===== src/rtl/keypad_pkg.sv =====
// keypad_pkg: shared constants and key-code mapping for the keypad scanner.
package keypad_pkg;
  localparam logic [3:0] KEY_NONE = 4'hF;
  localparam int NCOL = 3;
  function automatic logic [3:0] key_code(input logic [2:0] r, input logic [1:0] c);
    return 4'(r) * 4'd3 + 4'(c);
  endfunction
endpackage


===== src/rtl/keypad_debounce.sv =====
// keypad_debounce: pass-level filter that accepts a candidate after DEBOUNCE identical passes.
module keypad_debounce
  import keypad_pkg::*;
#(
  parameter int DEBOUNCE = 4
) (
  input  logic       clk_in,
  input  logic       reset,
  input  logic       pass_done,
  input  logic [3:0] candidate,
  output logic [3:0] keycode,
  output logic       press,
  output logic       press_valid
);
  localparam int CW = $clog2(DEBOUNCE + 1);
  typedef enum logic {IDLE, HELD} state_t;
  state_t state_q;
  logic [CW-1:0] cnt_q, cnt_d;
  logic [3:0] prev_q, key_q;
  logic pv_q, accept;
  always_comb begin
    cnt_d = (candidate != prev_q) ? CW'(1) : (cnt_q == CW'(DEBOUNCE)) ? cnt_q : cnt_q + 1'b1;
    accept = pass_done && cnt_d == CW'(DEBOUNCE);
  end
  always_ff @(posedge clk_in or posedge reset) begin
    if (reset) begin
      state_q <= IDLE;
      cnt_q   <= '0;
      prev_q  <= KEY_NONE;
      key_q   <= 4'd0;
      pv_q    <= 1'b0;
    end else begin
      pv_q <= 1'b0;
      if (pass_done) begin
        prev_q <= candidate;
        cnt_q  <= cnt_d;
      end
      // A held key is re-accepted every stable pass; only a new code pulses.
      if (accept && candidate == KEY_NONE)
        state_q <= IDLE;
      else if (accept && (state_q == IDLE || candidate != key_q)) begin
        state_q <= HELD;
        key_q   <= candidate;
        pv_q    <= 1'b1;
      end
    end
  end
  assign keycode     = key_q;
  assign press       = state_q == HELD;
  assign press_valid = pv_q;
endmodule


===== src/rtl/keypad_scan.sv =====
// keypad_scan: row-scanning keypad driver with column synchroniser and pass accumulator.
module keypad_scan
  import keypad_pkg::*;
#(
  parameter int ROWS     = 4,
  parameter int DWELL    = 4,
  parameter int DEBOUNCE = 4
) (
  input  logic            clk_in,
  input  logic            reset,
  input  logic [NCOL-1:0] column,
  output logic [2:0]      sel,
  output logic [3:0]      scancode,
  output logic [3:0]      keycode,
  output logic            press,
  output logic            press_valid
);
  localparam int SW = $clog2(DWELL);
  logic [NCOL-1:0] sync1_q, sync2_q, hit;
  logic [SW-1:0] slot_q;
  logic [2:0] sel_q, tot;
  logic [1:0] acc_n_q, n;
  logic [3:0] acc_code_q, scan_q, row_code, code_d, candidate;
  logic sample, pass_done;
  always_comb begin
    hit       = ~sync2_q;
    n         = 2'(hit[0]) + 2'(hit[1]) + 2'(hit[2]);
    row_code  = hit[2] ? key_code(sel_q, 2'd2) : hit[1] ? key_code(sel_q, 2'd1) : key_code(sel_q, 2'd0);
    tot       = 3'(acc_n_q) + 3'(n);
    sample    = slot_q == SW'(DWELL - 1);
    pass_done = sample && sel_q == 3'(ROWS - 1);
    code_d    = (n != 2'd0) ? row_code : acc_code_q;
    candidate = (tot == 3'd1) ? code_d : KEY_NONE;
  end
  always_ff @(posedge clk_in or posedge reset) begin
    if (reset) begin
      sync1_q    <= '1;
      sync2_q    <= '1;
      slot_q     <= '0;
      sel_q      <= 3'd0;
      acc_n_q    <= 2'd0;
      acc_code_q <= KEY_NONE;
      scan_q     <= KEY_NONE;
    end else begin
      sync1_q <= column;
      sync2_q <= sync1_q;
      slot_q  <= sample ? '0 : slot_q + 1'b1;
      if (sample) begin
        sel_q <= pass_done ? 3'd0 : sel_q + 3'd1;
        // Contact count saturates at 2: anything above one is a chord.
        acc_n_q    <= pass_done ? 2'd0 : (tot >= 3'd2) ? 2'd2 : tot[1:0];
        acc_code_q <= pass_done ? KEY_NONE : code_d;
        if (pass_done) scan_q <= candidate;
      end
    end
  end
  keypad_debounce #(.DEBOUNCE(DEBOUNCE)) u_deb (
    .clk_in      (clk_in),
    .reset       (reset),
    .pass_done   (pass_done),
    .candidate   (candidate),
    .keycode     (keycode),
    .press       (press),
    .press_valid (press_valid)
  );
  assign sel      = sel_q;
  assign scancode = scan_q;
endmodule

===== config.mk =====
export PLATFORM = sky130hd
export DESIGN_NAME = keypad_scan
export DESIGN_NICKNAME = d
export VERILOG_FILES = /design/src/rtl/keypad_pkg.sv /design/src/rtl/keypad_debounce.sv /design/src/rtl/keypad_scan.sv
export SDC_FILE = /design/constraint.sdc
export NUM_CORES = 1
export LEC_CHECK = 0
export ABC_AREA = 1
export CAP_MARGIN = 25
export CELL_PAD_IN_SITES_DETAIL_PLACEMENT = 0
export CELL_PAD_IN_SITES_GLOBAL_PLACEMENT = 1
export CORE_MARGIN = 8
export CORE_UTILIZATION = 43
export DETAILED_ROUTE_END_ITERATION = 16
export PLACE_DENSITY = 0.86
export REMOVE_ABC_BUFFERS = 1
export SETUP_SLACK_MARGIN = 0.5
export SYNTH_ARGS = -nofsm -noshare
export SYNTH_HDL_FRONTEND = slang
export SYNTH_HIERARCHICAL = 1
export SYNTH_SLANG_ARGS = --single-unit

===== constraint.sdc =====
create_clock -name clk_in -period 4.05 [get_ports clk_in]
set_input_delay 0.81 -clock clk_in [delete_from_list [all_inputs] [get_ports clk_in]]
set_output_delay 0.81 -clock clk_in [all_outputs]
set_load 0.01 [all_outputs]

==> metrics.md, run 1 <==
| Metric | Value |
|---|---|
| Data arrival, critical path | 3.52 ns |
| Clock Tree Buf Depth | 2 |
| H-tree Lvls | 2 |
| Final hold violations | 0 |
| Critical Path Max Stage Delay | 0.58 ns |
| Setup TNS | 0 ns |
| Detailed placement HPWL | 2620 µm |
| Setup-failing EPs final | 0 |
| Max Clk Rate | 299 MHz |
| Mean Syn Cell Area | 8.55 µm² |
| Fin Hold WS | 0.357 ns |
| Final worst-path cycle share | 82.5% |
| Min Tclk post-route | 3.34 ns |
| LEAKAGE | 0.00110 µW |
| DIE AREA | 6720 µm² |
| IO Count | 18 |
| Cell Area, Synth | 1870 µm² |
| Max cap viols | 0 |
| Total global routing track utilization | 12.3% |
| Synth cell types | 32 |
| GR Overflow Total | 0 |
| Die Height | 82.0 µm |
| Crit-path most repeated cell | nand2_1 |
| Vias | 1,393 |
| Area of the multi-input gates | 888 µm² |
| RSZ-0062 raised after global routing | false |
| TritonCTS clock tree | yes |
| Critical Path Fanout Max | 7 |
| Worst slew pin tran | 0.756 ns |
| CP required | 4.23 ns |
| DR WL/cell | 12.2 µm |
| DR vias/cell | 4.69 |
| Largest net degree at the start of global routing | 23 |
| CTS Hold Bufs | 0 |
| Crit-path cells | inv_1, fa_2, ha_1, fa_1, or2_4, nor2_8, o211ai_4, nand2_1, nand2_1, nor2_2, nand3_2, nor2_4, nand2_4, nand2_1, nand2_1 |
| Post-synth top area cell | dfstp_2 |
| Worst IR Drop VDD | 0.265 mV |
| Final instance area | 2240 µm² |
| Total power | 869 µW |
| Startpoint types | flip-flop |
| Die span in x | 82.0 µm |
| ANT nets after route | 0 |
| Nets | 259 |
| Sequential cell area | 873 µm² |
| Status | finished clean |
| P per Cell Area | 387 nW/µm² |
| Gpl congestion | 0.807 |
| Area grow syn2layout | 19.9% |
| Clk root buf | clkbuf_8 |
| PortBufs | 17 |
| Rows | 24 |
| Remaining DRCs | 0 |
| Slew margin rel. | 49.5% |
| Top Family by Delay on Critical Path | simple AND/OR/NAND/NOR gates |
| # diodes | 0 |
| Vias in the first global route | 1,333 |
| DR iter-0 viols | 68 |
| Clk sinks | 34 |
| Top-area cell type share of the netlist area | 25.3% |
| Clk_lat worst skew | 0.29 ns |
| Slew Viols, Final | 0 |
| Share of cells above drive strength 1 | 24.9% |
| Largest cells by area after synthesis | dfstp_2 (25%), dfrtp_1 (21%), nand2_1 (15%) |
| Cells after synthesis | 219 |
| Fin Clk Skew | 0.00819 ns |
| Worst Hold Class | flip-flop to flip-flop |
| Register area share after synthesis | 46.7% |
| CTS buffer count | 5 |
| Kind of critical path | flip-flop to flip-flop |
| Clock-pin slew on the worst setup and hold paths | 0.07 ns |
| Fillcell total | 394 |
| Starting Density | 43.9% |
| Placed Area | 2110 µm² |
| Initial DRT Pass Iterations | 4 |
| Crit path capture type | flip-flop |
| Initial antenna violation count | 0 |
| Yosys warning count | 6 |
| First-pass GRT wire length | 6320 µm |
| Core area | 4260 µm² |
| Routed WL | 3610 µm |
| CP bufs+invs | 1 |
| Slowest cell on the critical path | dfstp_2 |
| #FFs+latches synth | 34 |
-- metal layers --
layer	global-route usage, %	vias up	share of wire [%]
met2	17.3	19	43
met1	17.2	641	51
met4	5.26	0	1.9
met5	0	-	0
li1	-	728	-
met3	3.28	5	4.4
-- worst reg2reg max path, stage by stage (launching register included) --
cell,delay [ns]
dfstp_2,0.58
inv_1,0.07
fa_2,0.57
ha_1,0.17
fa_1,0.40
or2_4,0.29
nor2_8,0.17
o211ai_4,0.15
nand2_1,0.09
nand2_1,0.08
nor2_2,0.12
nand3_2,0.12
nor2_4,0.21
nand2_4,0.09
nand2_1,0.06
nand2_1,0.05
-- metrics by stage --
step	worst slack, ns	instances	utilization [%]
finish	0.709	297	52.6
CTS	0.657	295	51.5
global route	0.528	297	52.6
floorplan	0.938	217	-
global placement	0.753	287	49.4
detailed placement	0.672	287	49.4
-- final timing paths --
| kind | start | end | slack, ns | cells after the start |
|---|---|---|---|---|
| hold / removal | sync1_q[0]$_DFF_PP1_ | sync2_q[0]$_DFF_PP1_ | 0.36 | 0 |
| setup / recovery | sync2_q[2]$_DFF_PP1_ | u_deb/keycode[3]$_DFFE_PP0P_ | 0.71 | 15 |
| min in group asynchronous | reset | u_deb/cnt_q[2]$_DFFE_PP0P_ | 0.88 | 2 |
| setup reg to reg | sync2_q[2]$_DFF_PP1_ | u_deb/keycode[3]$_DFFE_PP0P_ | 0.71 | 15 |
| max in group asynchronous | reset | sel[0]$_DFFE_PP0P_ | 2.59 | 2 |
| hold reg to reg | sync1_q[0]$_DFF_PP1_ | sync2_q[0]$_DFF_PP1_ | 0.36 | 0 |
-- repair_timing --
| action | in CTS | in global routing |
|---|---|---|
| buffers inserted | 0 | 2 |
| endpoints found under the setup margin | 0 | 4 |
| hold endpoints to repair | 0 | 0 |
| gates resized for setup | 0 | 5 |
-- layout make-up --
type	instances	share of cell area, %
clock buffers	5	3.07
repair buffers	20	8.58
clock inverters	3	0.948
multi-input cells	148	39.6
well taps	52	2.90
flip-flops and latches	34	38.9
inverters	35	6.02
-- kinds of logic after synthesis --
logic type               count (synthesis)  synth area share, %
AO/OA/AOI/OAI                           23                 7.09
XOR/XNOR                                 1                0.468
adder cells (fa/ha/maj)                 10                 7.89
buffers and inverters                   37                 7.69
flip-flops                              34                 46.7
AND/OR/NAND/NOR                        114                 30.2
-- sequential cells by signal (all words and copies together), names as in the netlist --
name               cells
u_deb/keycode          4
slot_q                 2
u_deb/press_valid      1
sync1_q                3
acc_code_q             4
sel                    3
u_deb/press            1
u_deb/cnt_q            3
sync2_q                3
scancode               4
acc_n_q                2
u_deb/prev_q           4
-- cell usage after synthesis --
| cell type | count |
|---|---|
| o21ai_1 | 4 |
| o21ai_2 | 1 |
| dfrtp_1 | 16 |
| nand3_4 | 1 |
| nor2_2 | 2 |
| nor2_8 | 1 |
| clkbuf_1 | 1 |
| nand3_1 | 13 |
| o21ai_0 | 9 |
| inv_2 | 8 |
| dfstp_2 | 18 |
| or2_4 | 1 |
| nor2_1 | 7 |
| inv_1 | 25 |
| nand3_2 | 6 |
| o31ai_1 | 1 |
| nand2_2 | 3 |
| o22ai_1 | 1 |
| nor2_4 | 3 |
| nand4_1 | 1 |
| o211ai_1 | 1 |
| nand2_1 | 74 |
| clkinv_2 | 1 |
| a21oi_1 | 5 |
| ha_1 | 7 |
| xor2_1 | 1 |
| nand2_4 | 1 |
| buf_2 | 1 |
| o211ai_2 | 1 |
| inv_4 | 1 |
| fa_1 | 3 |
| and2_2 | 1 |
-- cell usage in the layout, fill, tap and decap left out, types with 2 or more instances in the layout --
cell | Yosys | routed
dfstp_2 | 18 | 18
fa_1 | 3 | 2
ha_1 | 7 | 7
nand3_2 | 6 | 3
nand2_1 | 74 | 74
dfrtp_1 | 16 | 16
o21ai_0 | 9 | 9
clkdlybuf4s50_1 | 0 | 17
o21ai_1 | 4 | 4
clkinv_2 | 1 | 2
buf_4 | 0 | 3
nand2_2 | 3 | 3
clkbuf_8 | 0 | 5
inv_1 | 25 | 25
nor2_1 | 7 | 7
a21oi_1 | 5 | 5
nor2_4 | 3 | 3
nand3_4 | 1 | 4
inv_2 | 8 | 8
nand3_1 | 13 | 13
nor2_2 | 2 | 2
-- report_power, final --
| part | internal [µW] | switching, µW | leakage, µW |
|---|---|---|---|
| combinational | 83.7 | 126 | 0.000658 |
| clock | 121 | 132 | 0.0000441 |
| sequential | 387 | 19.8 | 0.000403 |
| total | 592 | 277 | 0.00110 |
(Power assumes the default switching activity.)
==> run 2, diff against run 1 <==
--- a/config.mk
+++ b/config.mk
@@ -10,9 +10,9 @@
 export CELL_PAD_IN_SITES_DETAIL_PLACEMENT = 0
 export CELL_PAD_IN_SITES_GLOBAL_PLACEMENT = 1
 export CORE_MARGIN = 8
-export CORE_UTILIZATION = 43
+export CORE_UTILIZATION = 39
 export DETAILED_ROUTE_END_ITERATION = 16
-export PLACE_DENSITY = 0.86
+export PLACE_DENSITY = 0.83
 export REMOVE_ABC_BUFFERS = 1
 export SETUP_SLACK_MARGIN = 0.5
 export SYNTH_ARGS = -nofsm -noshare
==> constraint.sdc (replaced) <==
create_clock -name clk_in -period 3 [get_ports clk_in]
set_input_delay 0.6 -clock clk_in [delete_from_list [all_inputs] [get_ports clk_in]]
set_output_delay 0.6 -clock clk_in [all_outputs]
set_load 0.01 [all_outputs]
==> metrics.md, run 2 (synthesis gave the netlist of run 1 again) <==
| Metric | Value |
|---|---|
| PortBufs | 17 (unchanged) |
| DR iter-0 viols | 97 (was 68) |
| Die span in x | 85.3 µm (was 82.0 µm) |
| LEAKAGE | 0.00118 µW (was 0.00110 µW) |
| Vias in the first global route | 1,450 (was 1,333) |
| DR vias/cell | 4.63 (was 4.69) |
| Worst Hold Class | flip-flop to flip-flop (unchanged) |
| Total global routing track utilization | 11.8% (was 12.3%) |
| Remaining DRCs | 0 (unchanged) |
| TritonCTS clock tree | yes (unchanged) |
| Slowest cell on the critical path | fa_1 (was dfstp_2) |
| Slew margin rel. | 47.0% (was 49.5%) |
| Routed WL | 3860 µm (was 3610 µm) |
| Max Clk Rate | 318 MHz (was 299 MHz) |
| Final WS setup | -0.143 ns (was 0.709 ns) |
| Area grow syn2layout | 29.1% (was 19.9%) |
| Post-Layout Cell Count | 314 (was 297) |
| Min Tclk post-route | 3.14 ns (was 3.34 ns) |
| Clk root buf | clkbuf_8 (unchanged) |
| RSZ-0062 raised after global routing | true (was false) |
| Clk_lat worst skew | 0.28 ns (was 0.29 ns) |
| DR WL/cell | 12.3 µm (was 12.2 µm) |
| Post-Place Cells | 300 (was 287) |
| Fillcell total | 410 (was 394) |
| Post-Place Worst Slack | -0.279 ns (was 0.672 ns) |
| Fin Clk Skew | 0.00798 ns (was 0.00819 ns) |
| Initial antenna violation count | 0 (unchanged) |
| Worst slew pin tran | 0.794 ns (was 0.756 ns) |
| Commonest non-fill, non-tap cell in the layout | nand2_1 (unchanged) |
| Initial DRT Pass Iterations | 4 (unchanged) |
| Crit path capture type | flip-flop (unchanged) |
| Clock Tree Buf Depth | 2 (unchanged) |
| Gpl congestion | 0.789 (was 0.807) |
| H-tree Lvls | 2 (unchanged) |
| Die Height | 85.3 µm (was 82.0 µm) |
| Violated checks | negative setup slack |
| NetSw | 382 µW (was 277 µW) |
| Final worst-path cycle share | 105% (was 82.5%) |
| Share of cells above drive strength 1 | 34.2% (was 24.9%) |
| Clock-pin slew on the worst setup and hold paths | 0.07 ns (about the same) |
| Sw frac | 30.9% (was 31.9%) |
| Critical Path Fanout Max | 5 (was 7) |
| Starting Density | 39.9% (was 43.9%) |
| Rows | 25 (was 24) |
| Vias | 1,454 (was 1,393) |
| Max cap viols | 0 (unchanged) |
| Largest net degree at the start of global routing | 23 (unchanged) |
| Worst IR Drop VDD | 0.248 mV (was 0.265 mV) |
| Layout Utilization | 51.5% (was 52.6%) |
| # diodes | 0 (unchanged) |
| DIE AREA | 7270 µm² (was 6720 µm²) |
| Startpoint types | flip-flop (unchanged) |
| Total power | 1240 µW (was 869 µW) |
| Nets | 274 (was 259) |
| CP required | 3.19 ns (was 4.23 ns) |
| P per Cell Area | 512 nW/µm² (was 387 nW/µm²) |
| Kind of critical path | flip-flop to flip-flop (unchanged) |
| Core area | 4690 µm² (was 4260 µm²) |
| CTS buffer count | 5 (unchanged) |
| Crit-path cells | inv_2, fa_1, ha_2, fa_1, or2_4, nor2_8, o211ai_4, buf_6, inv_4, nand2_2, nand2_2, nand3_2, nor2_4, nor2_4, nand2_4, buf_4, inv_2 (was inv_1, fa_2, ha_1, fa_1, or2_4, nor2_8, o211ai_4, nand2_1, nand2_1, nor2_2, nand3_2, nor2_4, nand2_4, nand2_1, nand2_1) |
| Clk sinks | 34 (unchanged) |
| Detailed placement HPWL | 2770 µm (was 2620 µm) |
| First-pass GRT wire length | 6820 µm (was 6320 µm) |
| Seq pwr share | 44.5% (was 46.8%) |
| Most frequent cells in the layout | nand2_1 (65), inv_1 (23), dfstp_2 (18) (was nand2_1 (74), inv_1 (25), dfstp_2 (18)) |
| Combinational power share | 27.2% (was 24.1%) |
| Clk pwr share | 28.3% (was 29.0%) |
| IO Count | 18 (unchanged) |
| Final hold violations | 0 (unchanged) |
| Slew Viols, Final | 0 (unchanged) |
| Data arrival, critical path | 3.33 ns (was 3.52 ns) |
| ANT nets after route | 0 (unchanged) |
| Status | finished with violations (was finished clean) |
| P_int | 854 µW (was 592 µW) |
| Setup-failing EPs final | 8 (was 0) |
| Critical Path Max Stage Delay | 0.56 ns (was 0.58 ns) |
| GR Overflow Total | 0 (unchanged) |
-- run 2: changes by cell type in the layout (fill, tap and decap cells not counted), moves of 3 or more --
| cell | previous run | this run |
|---|---|---|
| nand3_2 | 3 | 6 |
| nand2_1 | 74 | 65 |
| o21ai_0 | 9 | 6 |
| o21ai_1 | 4 | 7 |
| nand2_2 | 3 | 12 |
| buf_6 | 0 | 4 |
| buf_4 | 3 | 14 |
-- run 2: worst max-delay path, delay by kind of cell (launching register included) --
| family | cells | cell delay, ns |
|---|---|---|
| adders and majority gates | 3 | 1.13 |
| and+or+nand+nor | 8 | 0.90 |
| DFF | 1 | 0.53 |
| buffers and inverters | 5 | 0.35 |
| AOI/OAI and AO/OA | 1 | 0.13 |
-- run 2: through the flow --
step	TNS [ns]	hold slack (ns)	area, µm²
4_1_cts	-0.927	0.355	2320
3_3_place_gp	-1.29	0.346	2190
3_5_place_dp	-1.77	0.349	2190
5_1_grt	-2.04	0.361	2420
2_1_floorplan	-0.499	0.345	1860
6_report	-0.784	0.348	2420
-- run 2: layout make-up --
| class | instances | area [µm²] | share of cell area, % |
|---|---|---|---|
| multi-input combinational | 148 | 926 | 38.3 |
| sequential | 34 | 873 | 36.1 |
| timing repair buffer | 35 | 320 | 13.3 |
| inverter | 35 | 138 | 5.70 |
| clock buffer | 7 | 86.3 | 3.57 |
| tap | 54 | 67.6 | 2.80 |
| clock inverter | 1 | 5.00 | 0.207 |
-- run 2: power groups by stage --
stage	Clock [µW]	Combinational, µW	Sequential [µW]
after floorplan	0	188	562
after global placement	0	292	556
after detailed placement	0	295	558
after CTS	360	307	550
after global routing	380	382	557
final	350	336	551
-- run 2: final timing paths --
path	startpoint	to	slack, ns	depth (start not counted)
min reg2reg	sync1_q[2]$_DFF_PP1_	sync2_q[2]$_DFF_PP1_	0.35	0
max in group asynchronous	reset	slot_q[0]$_DFF_PP0_	1.71	2
min in group asynchronous	reset	u_deb/keycode[2]$_DFFE_PP0P_	0.67	2
max	sync2_q[0]$_DFF_PP1_	u_deb/press_valid$_DFF_PP0_	-0.14	17
max reg2reg	sync2_q[0]$_DFF_PP1_	u_deb/press_valid$_DFF_PP0_	-0.14	17
min	sync1_q[2]$_DFF_PP1_	sync2_q[2]$_DFF_PP1_	0.35	0
-- run 2: routing by layer --
metal / routed length (µm) / track usage (%)
met5: 0 / 0
met3: 211 / 3.09
met1: 1840 / 15.1
met2: 1750 / 18.1
met4: 54 / 5.25
-- run 2: timing repair --
item                       in CTS  in global routing
setup endpoints to repair      17                 18
cloned                          0                  0
gates resized for setup         3                 25
hold endpoints to repair        0                  0
buffers inserted                3                  3
hold buffers                    0                  0
pin swaps                       7                 10
==> run 3, diff against run 2 <==
--- a/config.mk
+++ b/config.mk
@@ -10,9 +10,10 @@
 export CELL_PAD_IN_SITES_DETAIL_PLACEMENT = 0
 export CELL_PAD_IN_SITES_GLOBAL_PLACEMENT = 1
 export CORE_MARGIN = 8
-export CORE_UTILIZATION = 39
+export CORE_UTILIZATION = 25
 export DETAILED_ROUTE_END_ITERATION = 16
-export PLACE_DENSITY = 0.83
+export GPL_ROUTABILITY_DRIVEN = 0
+export PLACE_DENSITY = 0.6
 export REMOVE_ABC_BUFFERS = 1
 export SETUP_SLACK_MARGIN = 0.5
 export SYNTH_ARGS = -nofsm -noshare
==> metrics.md, run 3 (synthesis gave the netlist of run 1 again) <==
| Metric | Value |
|---|---|
| Final WS setup | -0.170 ns (was -0.143 ns) |
| Vias in the first global route | 1,575 (was 1,450) |
| Critical Path Max Stage Delay | 0.57 ns (was 0.56 ns) |
| Reg-to-Reg End | u_deb/keycode[2]$_DFFE_PP0P_ (was u_deb/press_valid$_DFF_PP0_) |
| Seq pwr share | 42.8% (was 44.5%) |
| Sequential cell area | 873 µm² (unchanged) |
| Core area | 7250 µm² (was 4690 µm²) |
| Worst IR Drop VDD | 0.184 mV (was 0.248 mV) |
| CP required | 3.18 ns (was 3.19 ns) |
| Clk sinks | 34 (unchanged) |
| ANT nets after route | 0 (unchanged) |
| NetSw | 412 µW (was 382 µW) |
| Violated checks | negative setup slack (unchanged) |
| Kind of critical path | flip-flop to flip-flop (unchanged) |
| Remaining DRCs | 0 (unchanged) |
| Worst Hold Class | flip-flop to flip-flop (unchanged) |
| Rows | 31 (was 25) |
| Vias | 1,482 (was 1,454) |
| Fin Hold WS | 0.357 ns (was 0.348 ns) |
| Largest net degree at the start of global routing | 23 (unchanged) |
| Clock Tree Buf Depth | 2 (unchanged) |
| Area of the multi-input gates | 996 µm² (was 926 µm²) |
| Initial DRT Pass Iterations | 4 (unchanged) |
| Clk pwr share | 27.2% (was 28.3%) |
| Initial antenna violation count | 0 (unchanged) |
| Clock-pin slew on the worst setup and hold paths | 0.07 ns (about the same) |
| PortBufs | 17 (unchanged) |
| Reg2reg start | sync2_q[1]$_DFF_PP1_ (was sync2_q[0]$_DFF_PP1_) |
| Clk_lat worst skew | 0.29 ns (was 0.28 ns) |
| Commonest non-fill, non-tap cell in the layout | nand2_1 (unchanged) |
| Data arrival, critical path | 3.35 ns (was 3.33 ns) |
| Worst slew pin tran | 0.843 ns (was 0.794 ns) |
| Max Clk Rate | 315 MHz (was 318 MHz) |
| Fin Clk Skew | 0.00775 ns (was 0.00798 ns) |
| Most frequent cells in the layout | nand2_1 (57), inv_1 (24), nand2_2 (20) (was nand2_1 (65), inv_1 (23), dfstp_2 (18)) |
| Crit path capture type | flip-flop (unchanged) |
| Share of cells above drive strength 1 | 39.5% (was 34.2%) |
| First-pass GRT wire length | 7340 µm (was 6820 µm) |
| Slew Viols, Final | 0 (unchanged) |
| Combinational power share | 30.0% (was 27.2%) |
| Setup slack, reg-to-reg | -0.17 ns (was -0.14 ns) |
| Slew margin rel. | 43.7% (was 47.0%) |
| Worst r2r path cells | 15 (was 17) |
| Area grow syn2layout | 37.0% (was 29.1%) |
| Final hold violations | 0 (unchanged) |
| Critical Path Fanout Max | 7 (was 5) |
| DIE AREA | 10,500 µm² (was 7270 µm²) |
| Die Height | 103 µm (was 85.3 µm) |
| P per Cell Area | 505 nW/µm² (was 512 nW/µm²) |
| LEAKAGE | 0.00121 µW (was 0.00118 µW) |
| Min-Delay Endpoint | sync2_q[1]$_DFF_PP1_ (was sync2_q[2]$_DFF_PP1_) |
| Total global routing track utilization | 8.92% (was 11.8%) |
| DR vias/cell | 4.12 (was 4.63) |
| Hold depth | 0 (unchanged) |
| Sw frac | 31.8% (was 30.9%) |
| RSZ-0062 raised after global routing | true (unchanged) |
| Hold wc startpoint | sync1_q[1]$_DFF_PP1_ (was sync1_q[2]$_DFF_PP1_) |
| P_int | 883 µW (was 854 µW) |
| # diodes | 0 (unchanged) |
| Slowest cell on the critical path | fa_1 (unchanged) |
| GR Overflow Total | 0 (unchanged) |
| Fillcell total | 754 (was 410) |
| Final worst-path cycle share | 106% (was 105%) |
| Status | finished with violations (unchanged) |
| Crit-path cells | inv_2, fa_1, ha_2, fa_1, or2_4, nor2_8, o211ai_4, nand2_2, nand2_2, nor2_4, nand3_4, nor2_4, nand2_4, nand2_1, nand2_1 (was inv_2, fa_1, ha_2, fa_1, or2_4, nor2_8, o211ai_4, buf_6, inv_4, nand2_2, nand2_2, nand3_2, nor2_4, nor2_4, nand2_4, buf_4, inv_2) |
| Startpoint types | flip-flop (unchanged) |
| H-tree Lvls | 2 (unchanged) |
| Total power | 1290 µW (was 1240 µW) |
| TritonCTS clock tree | yes (unchanged) |
| Setup-failing EPs final | 8 (unchanged) |
| Die span in x | 103 µm (was 85.3 µm) |
| Max cap viols | 0 (unchanged) |
| CTS buffer count | 5 (unchanged) |
| DR WL/cell | 11.5 µm (was 12.3 µm) |
| Routed WL | 4150 µm (was 3860 µm) |
| Clk root buf | clkbuf_8 (unchanged) |
| Detailed placement HPWL | 3060 µm (was 2770 µm) |
| Nets | 275 (was 274) |
| Min Tclk post-route | 3.17 ns (was 3.14 ns) |
| IO Count | 18 (unchanged) |
| Setup TNS | -1.17 ns (was -0.784 ns) |
| DR iter-0 viols | 91 (was 97) |
| Starting Density | 25.8% (was 39.9%) |
[run 3: cell types whose count changed in the layout (fill, tap and decap cells not counted), sizes merged]
cell	previous run	this run
buf	18	19
[run 3: layer usage]
metal,up-vias,GRT usage (%),routed length [µm]
li1,769,-,-
met1,693,11.2,2030
met2,15,14.1,1920
met3,5,1.89,120
met4,0,4.40,88
met5,-,0,0
[run 3: cell type report]
| class | count | area share [%] |
|---|---|---|
| repair buffers | 36 | 13.2 |
| well taps | 99 | 4.83 |
| clock inverters | 1 | 0.195 |
| clock buffers | 7 | 3.37 |
| flip-flops and latches | 34 | 34.1 |
| multi-input cells | 148 | 38.8 |
| inverters | 35 | 5.47 |
[run 3: worst max-delay path by stage]
stage / endpoint / cells after the start / start / slack [ns]
6_report: u_deb/keycode[2]$_DFFE_PP0P_ / 15 / sync2_q[1]$_DFF_PP1_ / -0.17
5_1_grt: u_deb/keycode[2]$_DFFE_PP0P_ / 16 / sync2_q[1]$_DFF_PP1_ / -0.35
4_1_cts: u_deb/keycode[0]$_DFFE_PP0P_ / 15 / sync2_q[1]$_DFF_PP1_ / -0.21
3_5_place_dp: u_deb/keycode[0]$_DFFE_PP0P_ / 15 / sync2_q[0]$_DFF_PP1_ / -0.28
3_3_place_gp: u_deb/keycode[2]$_DFFE_PP0P_ / 15 / sync2_q[0]$_DFF_PP1_ / -0.23
2_1_floorplan: u_deb/keycode[0]$_DFFE_PP0P_ / 15 / sync2_q[2]$_DFF_PP1_ / -0.11
[run 3: power by group through the flow]
stage	combinational (µW)	clock, µW	sequential [µW]
after floorplan	188	0	562
final	388	353	554
after CTS	342	375	553
after global routing	429	387	559
after global placement	296	0	559
after detailed placement	296	0	561
[run 3: critical path: cells and delay by family (launching register included)]
family          cells  cell delay [ns]
fa+ha+maj           3             1.17
compound gates      1             0.14
flops               1             0.53
buf+inv             1             0.04
simple gates       10             1.18
[run 3: metrics by stage]
stage | cell area (µm²) | setup WS [ns] | cells | util (%)
after floorplan | 1860 | -0.112 | 217 | -
after global placement | 2250 | -0.227 | 345 | 31.0
after detailed placement | 2250 | -0.276 | 345 | 31.0
after CTS | 2430 | -0.206 | 356 | 33.6
after global routing | 2560 | -0.350 | 360 | 35.3
final | 2560 | -0.170 | 360 | 35.3
[run 3: what timing repair did]
| item | CTS | global route |
|---|---|---|
| endpoints found under the setup margin | 18 | 18 |
| gates resized for setup | 19 | 33 |
| pin swaps | 10 | 13 |
| setup buffers | 3 | 4 |
| hold buffers | 0 | 0 |
| hold endpoints to repair | 0 | 0 |
